<file path="config.mk">
export PLATFORM = sky130hd
export DESIGN_NAME = lifelike_cell
export DESIGN_NICKNAME = d
export VERILOG_FILES = /design/src/rtl/lifelike_pkg.sv /design/src/rtl/lifelike_cell_popcount.sv /design/src/rtl/lifelike_cell.sv
export SDC_FILE = /design/constraint.sdc
export NUM_CORES = 1
export LEC_CHECK = 0
export ABC_AREA = 1
export BUFFER_PORTS_ARGS = -buffer_cell sky130_fd_sc_hd__buf_2
export CORE_MARGIN = 5
export CORE_UTILIZATION = 52
export CTS_BUF_LIST = sky130_fd_sc_hd__clkbuf_2 sky130_fd_sc_hd__clkbuf_4 sky130_fd_sc_hd__clkbuf_8
export CTS_CLUSTER_DIAMETER = 200
export CTS_CLUSTER_SIZE = 12
export DETAILED_ROUTE_END_ITERATION = 16
export PLACE_DENSITY = 0.79
export RECOVER_POWER = 25
export SYNTH_ARGS = -nofsm -noshare
export SYNTH_HDL_FRONTEND = slang
export SYNTH_SLANG_ARGS = --single-unit
</file>
<file path="constraint.sdc">
create_clock -name clk -period 4.54 [get_ports clk]
set_clock_uncertainty 0.2 [all_clocks]
set_input_delay 0.227 -clock clk [delete_from_list [all_inputs] [get_ports clk]]
set_output_delay 0.227 -clock clk [all_outputs]
set_load 0.01 [all_outputs]
</file>
<file path="src/rtl/lifelike_pkg.sv">
// Shared constants and helpers for the Life-like "Generations" cell family.
package lifelike_pkg;

  // Phase encoding: 0 is dead, 1 is alive, and values 2..C-1 are dying.
  localparam int unsigned PHASE_DEAD  = 0;
  localparam int unsigned PHASE_ALIVE = 1;

  // Classic Conway rule masks. Bit k corresponds to k live neighbours.
  localparam logic [8:0] B3_MASK  = 9'b000001000;
  localparam logic [8:0] S23_MASK = 9'b000001100;

  // Width needed to hold a count from 0 to n.
  function automatic int unsigned count_width(input int unsigned n);
    return $clog2(n + 1);
  endfunction

endpackage

</file>
<file path="src/rtl/lifelike_cell_popcount.sv">
// Purely combinational count of set bits in a neighbour vector.
module neighbor_popcount
  import lifelike_pkg::*;
#(
  parameter  int unsigned N  = 8,
  localparam int unsigned CW = count_width(N)
) (
  input  logic [N-1:0]  bits,
  output logic [CW-1:0] count
);

  // Add up the set bits in the neighbour vector.
  always_comb begin
    count = '0;
    for (int unsigned i = 0; i < N; i++) begin
      count = count + CW'(bits[i]);
    end
  end

endmodule

</file>
<file path="src/rtl/lifelike_cell.sv">
// One cell of a Life-like Generations automaton with a run-time loadable
// birth/survive rule, decay states, a saturating age counter and event pulses.
module lifelike_cell
  import lifelike_pkg::*;
#(
  parameter  int unsigned            N_NEIGHBORS     = 8,
  parameter  int unsigned            N_STATES        = 2,
  parameter  int unsigned            AGE_W           = 8,
  parameter  logic [N_NEIGHBORS:0]   DEFAULT_BIRTH   = B3_MASK,
  parameter  logic [N_NEIGHBORS:0]   DEFAULT_SURVIVE = S23_MASK,
  localparam int unsigned            PW = (N_STATES > 2) ? $clog2(N_STATES) : 1
) (
  input  logic                     clk,
  input  logic                     rst,
  input  logic                     ena,
  input  logic                     state_0,
  input  logic [N_NEIGHBORS-1:0]   neighbors,
  input  logic                     rule_load,
  input  logic [N_NEIGHBORS:0]     birth_mask,
  input  logic [N_NEIGHBORS:0]     survive_mask,
  output logic                     state_d,
  output logic                     state_q,
  output logic [PW-1:0]            phase_q,
  output logic [AGE_W-1:0]         age_q,
  output logic                     born,
  output logic                     died
);

  localparam int unsigned CW = count_width(N_NEIGHBORS);

  localparam logic [PW-1:0] P_DEAD  = PW'(PHASE_DEAD);
  localparam logic [PW-1:0] P_ALIVE = PW'(PHASE_ALIVE);
  localparam logic [PW-1:0] P_LAST  = PW'(N_STATES - 1);
  // First phase after losing survival: straight to dead in classic Life.
  localparam logic [PW-1:0] P_DYING = (N_STATES > 2) ? PW'(2) : PW'(PHASE_DEAD);

  logic [CW-1:0]          count;
  logic [PW-1:0]          next_phase;
  logic [PW-1:0]          phase_d;
  logic [AGE_W-1:0]       age_d;
  logic                   born_q, born_d;
  logic                   died_q, died_d;
  logic [N_NEIGHBORS:0]   birth_q, birth_d;
  logic [N_NEIGHBORS:0]   survive_q, survive_d;

  neighbor_popcount #(.N(N_NEIGHBORS)) u_popcount (
    .bits  (neighbors),
    .count (count)
  );

  // Next-phase function from the current phase, neighbour count and rules.
  always_comb begin
    next_phase = P_DEAD;
    if (phase_q == P_DEAD) begin
      if (birth_q[count]) next_phase = P_ALIVE;
    end else if (phase_q == P_ALIVE) begin
      next_phase = survive_q[count] ? P_ALIVE : P_DYING;
    end else if (phase_q != P_LAST) begin
      next_phase = phase_q + 1'b1;
    end
  end

  // Step, age, event and rule-capture next values.
  always_comb begin
    phase_d   = phase_q;
    age_d     = age_q;
    born_d    = 1'b0;
    died_d    = 1'b0;
    birth_d   = birth_q;
    survive_d = survive_q;
    if (ena) begin
      phase_d = next_phase;
      born_d  = (phase_q == P_DEAD)  && (next_phase == P_ALIVE);
      died_d  = (phase_q == P_ALIVE) && (next_phase != P_ALIVE);
      if ((phase_q == P_ALIVE) && (next_phase == P_ALIVE)) begin
        age_d = (age_q == '1) ? age_q : age_q + 1'b1;
      end else begin
        age_d = '0;
      end
    end
    if (rule_load) begin
      birth_d   = birth_mask;
      survive_d = survive_mask;
    end
  end

  // State registers; reset overrides any step or rule load in the same cycle.
  always_ff @(posedge clk) begin
    if (rst) begin
      phase_q   <= state_0 ? P_ALIVE : P_DEAD;
      age_q     <= '0;
      born_q    <= 1'b0;
      died_q    <= 1'b0;
      birth_q   <= DEFAULT_BIRTH;
      survive_q <= DEFAULT_SURVIVE;
    end else begin
      phase_q   <= phase_d;
      age_q     <= age_d;
      born_q    <= born_d;
      died_q    <= died_d;
      birth_q   <= birth_d;
      survive_q <= survive_d;
    end
  end

  assign state_d = (next_phase == P_ALIVE);
  assign state_q = (phase_q == P_ALIVE);
  assign born    = born_q;
  assign died    = died_q;

endmodule

</file>
; Word-level counts from Yosys, hierarchy flattened
; Cells that the tools add are included.
[op_classes]
magnitude_cmp = 1
n_addsub = 8
n_reduce_logical = 6
eq_ne = 2
n_div = 0
mux = 12
mul = 0
shifts = 0
bitwise_logic = 3
[op_table]
columns = operator, n
row1 = 4-bit by 1-bit adder with 4-bit output, 6
row2 = 8-bit two-way mux, 2
row3 = 8-bit by 1-bit adder with 8-bit output (second input constant), 1
row4 = 1-bit binary-select mux with 4-bit select, 2
row5 = 8-bit == test (second input constant), 1
row6 = 1-bit two-way mux, 8
row7 = 4-bit by 5-bit less-than comparator with 1-bit output (second input constant), 1
row8 = 1-bit logical AND, 3
row9 = 1-bit NOT, 3
row10 = 1-bit by 1-bit adder with 2-bit output, 1
row11 = 2-bit inequality test (second input constant), 1
row12 = 2-bit AND reduction, 1
row13 = 2-bit nonzero test, 1
row14 = 2-bit OR reduction, 1
[word_totals]
reg_bits = 29
ram_bits = 0
memories = 0
word_cells = 38
rom_bits = 0
input_bits = 31
output_inout_bits = 13
latch_bits = 0

; Longest topological paths before layout
[logic_depth]
ltp_word = 14
mapped_depth = 17

; Hierarchy
; From an unflattened synthesis, not the netlist that was laid out.
[unflattened]
hier_cells = 228
area_unflattened_um2 = 1637.8
[by_module_without_submodules]
columns = module, n_inst, seq_area_each_um2, cells_each, area_each_um2
row1 = lifelike_cell, 1, 590.6, 199, 1436.4
row2 = neighbor_popcount, 1, 0.0, 29, 201.4

; Least setup slack after synthesis
; OpenSTA, ideal clock, no wires.
[synth_path]
kind = input to register
start = input port neighbors[0]
end = register phase_q, data pin
setup_slack_ns = 1.108
stages = 13
setup_ns = 0.267
required_ns = 4.073
t_arrival_ns = 2.965
cell_sequence = ha_1 > inv_1 > fa_1 > fa_1 > fa_1 > inv_2 > fa_1 > inv_2 > nand3_1 > nand3_1 > nand3_2 > nand2_2 > a31oi_1
[synth_via]
elab_chain_cells = 13
[synth_lines]
columns = item, line_no
row1 = "start, declared", lifelike_cell.sv:17  ; input logic [N_NEIGHBORS-1:0] neighbors,
row2 = 1-bit by 1-bit adder with 2-bit output *, lifelike_cell_popcount.sv:16  ; count = count + CW'(bits[i]);
row3 = 4-bit by 1-bit adder with 4-bit output * (6 in series), lifelike_cell_popcount.sv:16
row4 = "1-bit binary-select mux with 4-bit select, on equally long branches", "lifelike_cell.sv:55, lifelike_cell.sv:57"
row5 = "1-bit two-way mux, on equally long branches (2 in series)", "lifelike_cell.sv:55, lifelike_cell.sv:57"
row6 = 1-bit two-way mux *, lifelike_cell.sv:54  ; if (phase_q == P_DEAD) begin
row7 = 1-bit two-way mux *, lifelike_cell.sv:71  ; if (ena) begin
row8 = 1-bit two-way mux *, lifelike_cell.sv:89  ; if (rst) begin
row9 = "end signal, assigned", lifelike_cell.sv:90  ; phase_q <= state_0 ? P_ALIVE : P_DEAD;
row10 = "end signal, assigned", lifelike_cell.sv:97  ; phase_q <= phase_d;
row11 = "end, declared", lifelike_cell.sv:23  ; output logic [PW-1:0] phase_q,
; Mark *: on every way between the ends. The rest lies on a longest branch, timed or not. The select of a mux whose other input is x is not followed.
; A chain may end at the register's enable or synchronous reset.

; Worst setup path in the final report
[layout_path]
start = input port neighbors[0]
end = output port state_d
[layout_via]
elab_chain_cells = 11
[layout_lines]
columns = item, line_no
row1 = 1-bit by 1-bit adder with 2-bit output *, lifelike_cell_popcount.sv:16
row2 = 4-bit by 1-bit adder with 4-bit output * (6 in series), lifelike_cell_popcount.sv:16
row3 = "1-bit binary-select mux with 4-bit select, on equally long branches", "lifelike_cell.sv:55, lifelike_cell.sv:57"
row4 = "1-bit two-way mux, on equally long branches (2 in series)", "lifelike_cell.sv:55, lifelike_cell.sv:57"
row5 = 1-bit two-way mux *, lifelike_cell.sv:54
row6 = "end, declared", lifelike_cell.sv:21  ; output logic state_d,
; Marks and branches as above.

==> impl_metrics.yaml <==
timing:
  relSlewSlack: 0.5889
  drv_slew: 0
  fin_crit_ns: 3.807
  worst_pin_slew_ns: 0.6159
  post-route-period-util: 0.8386
  final_hold_viol_count: 0
  fin_tns_setup_ns: 0
  rsz0062_at_grt: "false"
  max_freq_mhz: 262.7
  setup_slack_ns: 0.7327
  setup_viol: 0
logic_synthesis:
  ys_warn_count: 0
  dominantRegCellSynth: "dfxtp_1"
  synth_seq_cells: 29
  synth_cell_types: 31
  ys_seq_area_frac: 0.3665
  avgSynthCellArea_um2: 7.227
  synth_edf_count: 1
  syn_area_um2: 1612
  syn-num-nets: 262
  synth_cells: 223
  async_flop_share: 0
global_routing:
  antenna_found_initial: 0
  grt_overflow_total: 0
  grt_util_all_layers: 0.1896
  grt_start_max_net_pins: 26
  grt_pass1_vias: 1504
  grt_pass1_wl_um: 6320
clocking:
  clk_pin_slew_worst_paths_ns: 0.09
  h-tree-depth: 2
  clock-root-buffer: "clkbuf_4"
  cts_tree: "done"
  cts_sinks: 29
  cts_buffer_depth: 2
  clk_latency_ns: 0.33
  cts_buffers: 5
run:
  drv_cap: 0
routing:
  drt_iter0_drc: 101
  vias: 1616
  ant_nets: 0
  drc: 0
  drtPass1Iterations: 4
  detail_route.wl_per_cell_um: 11.73
  wirelength_um: 3729
  avgViaCountPerCell: 5.082
die:
  die_area_um2: 4313
  start_util: 0.5367
  rows: 20
  dieWidth_um: 65.67
  die_h_um: 65.67
  io_pins: 44
  fp.coreArea_um2: 3003
min_path:
  hp-class: "input port to flop"
  min_from: "state_0"
cells_and_area:
  n_fill_cell: 260
  utilization: 0.6892
  stdcell_count: 318
  final_cell_mix: "nand2_1 (40), nor2_1 (39), buf_2 (33)"
  syn2layout_area_growth_pct: 28.42
  antenna_cells: 0
  drive_above_1_share: 0.2000
  multi_input_area_um2: 880.8
  num-nets-final: 324
  mostFrequentLayoutCell: "nand2_1"
  regArea_um2: 590.6
setup_path:
  required_ns: 4.11
  cp_cell_sequence: "buf_2 > ha_1 > inv_1 > fa_1 > fa_1 > fa_1 > inv_2 > fa_1 > inv_2 > nand3_1 > nand3_1 > nand3_2 > nand2_2 > nand2_1 > buf_2"
  crit_path_start_kind: "input port"
  cp_slowest_cell: "fa_1"
  cp_common_cell: "fa_1"
  crit_path_end_kind: "output port"
  crit_arrival_ns: 3.38
  timing.rr.start: "age_q[0]"
  cpPeakStageDelay_ns: 0.53
  crit_start: "neighbors[0]"
  worstSetupPathType: "input port to output port"
  cp_max_fo: 8
placed_design:
  place_congestion: 0.9847
  post-place-ws_ns: 0.7420
  io_buffers: 43
  dp_hpwl_um: 2554
  place_inst: 292
power_and_ir_drop:
  peakVddDrop_mv: 0.2134
  leakagePower_nw: 0.9599
  power_mw: 0.7091
  powerDensity_nw_per_um2: 342.6
outcome:
  outcome: "completed"
==> cells in the mapped netlist (2+ instances only) <==
cell,count,area [um2]
a21oi_1,6,30.03
nand2_1,40,150.1
a21oi_2,2,17.52
nand3_1,28,140.1
inv_2,5,18.77
nand2_2,2,12.51
xor2_1,4,35.03
fa_1,4,80.08
nor2_1,39,146.4
ha_1,4,50.05
o21ai_0,16,80.08
nand2_4,2,22.52
dfxtp_1,28,560.5
clkbuf_1,5,18.77
xnor2_1,2,17.52
inv_1,20,75.07
nand4_1,2,12.51
==> flip-flops by register name, indices dropped and copies added, names as in the netlist <==
name       count
survive_q      9
age_q          8
born           1
died           1
phase_q        1
birth_q        9
==> kinds of logic after synthesis <==
logic type,synth area share
simple gates,0.3354
buf+inv,0.08695
flops,0.3665
compound gates,0.09784
fa+ha+maj,0.08075
xor+xnor,0.03261
==> routing by layer <==
| layer | track usage | wire length [um] | up-vias |
|---|---|---|---|
| met3 | 0.03761 | 242 | 6 |
| met4 | 0.1036 | 61 | 0 |
| li1 | - | - | 829 |
| met5 | 0 | 0 | - |
| met2 | 0.3267 | 1841 | 49 |
| met1 | 0.2174 | 1583 | 732 |
==> power by group <==
part           internal, mW  leakage [nW]  total (mW)  switching [mW]
Combinational         0.100         0.684       0.255           0.155
Sequential            0.275         0.241       0.288          0.0134
Clock                0.0789        0.0348       0.166          0.0868
==> metrics by stage <==
stage               hold WS [ns]  cell area (um2)
floorplan                0.09607             1612
global placement          0.2411             1833
CTS                      0.04894             2082
detailed placement        0.2460             1833
global route             0.04711             2069
finish                   0.04914             2069
==> layout make-up <==
type	count	area share
timing repair buffer	63	0.1935
inverter	26	0.04716
clock buffer	7	0.02842
sequential	29	0.2854
multi-input combinational	160	0.4256
tap	33	0.01995
==> critical path, delay by kind of cell <==
kind / cells / cell delay (ns)
adders and majority gates: 5 / 2.08
buffers and inverters: 5 / 0.50
and+or+nand+nor: 5 / 0.55
==> path summary, 6_finish.rpt <==
| kind | cells past startpoint | slack, ns | to |
|---|---|---|---|
| max | 15 | 0.73 | state_d |
| min reg2reg | 2 | 0.28 | survive_q[3] |
| min | 3 | 0.05 | phase_q |
| max reg2reg | 9 | 2.74 | age_q[6] |
==> what timing repair did <==
item,CTS,global route
setup buffers,0,0
hold endpoints to repair,24,0
resized for setup,0,0
hold buffers,19,0
(Power assumes the default switching activity.)
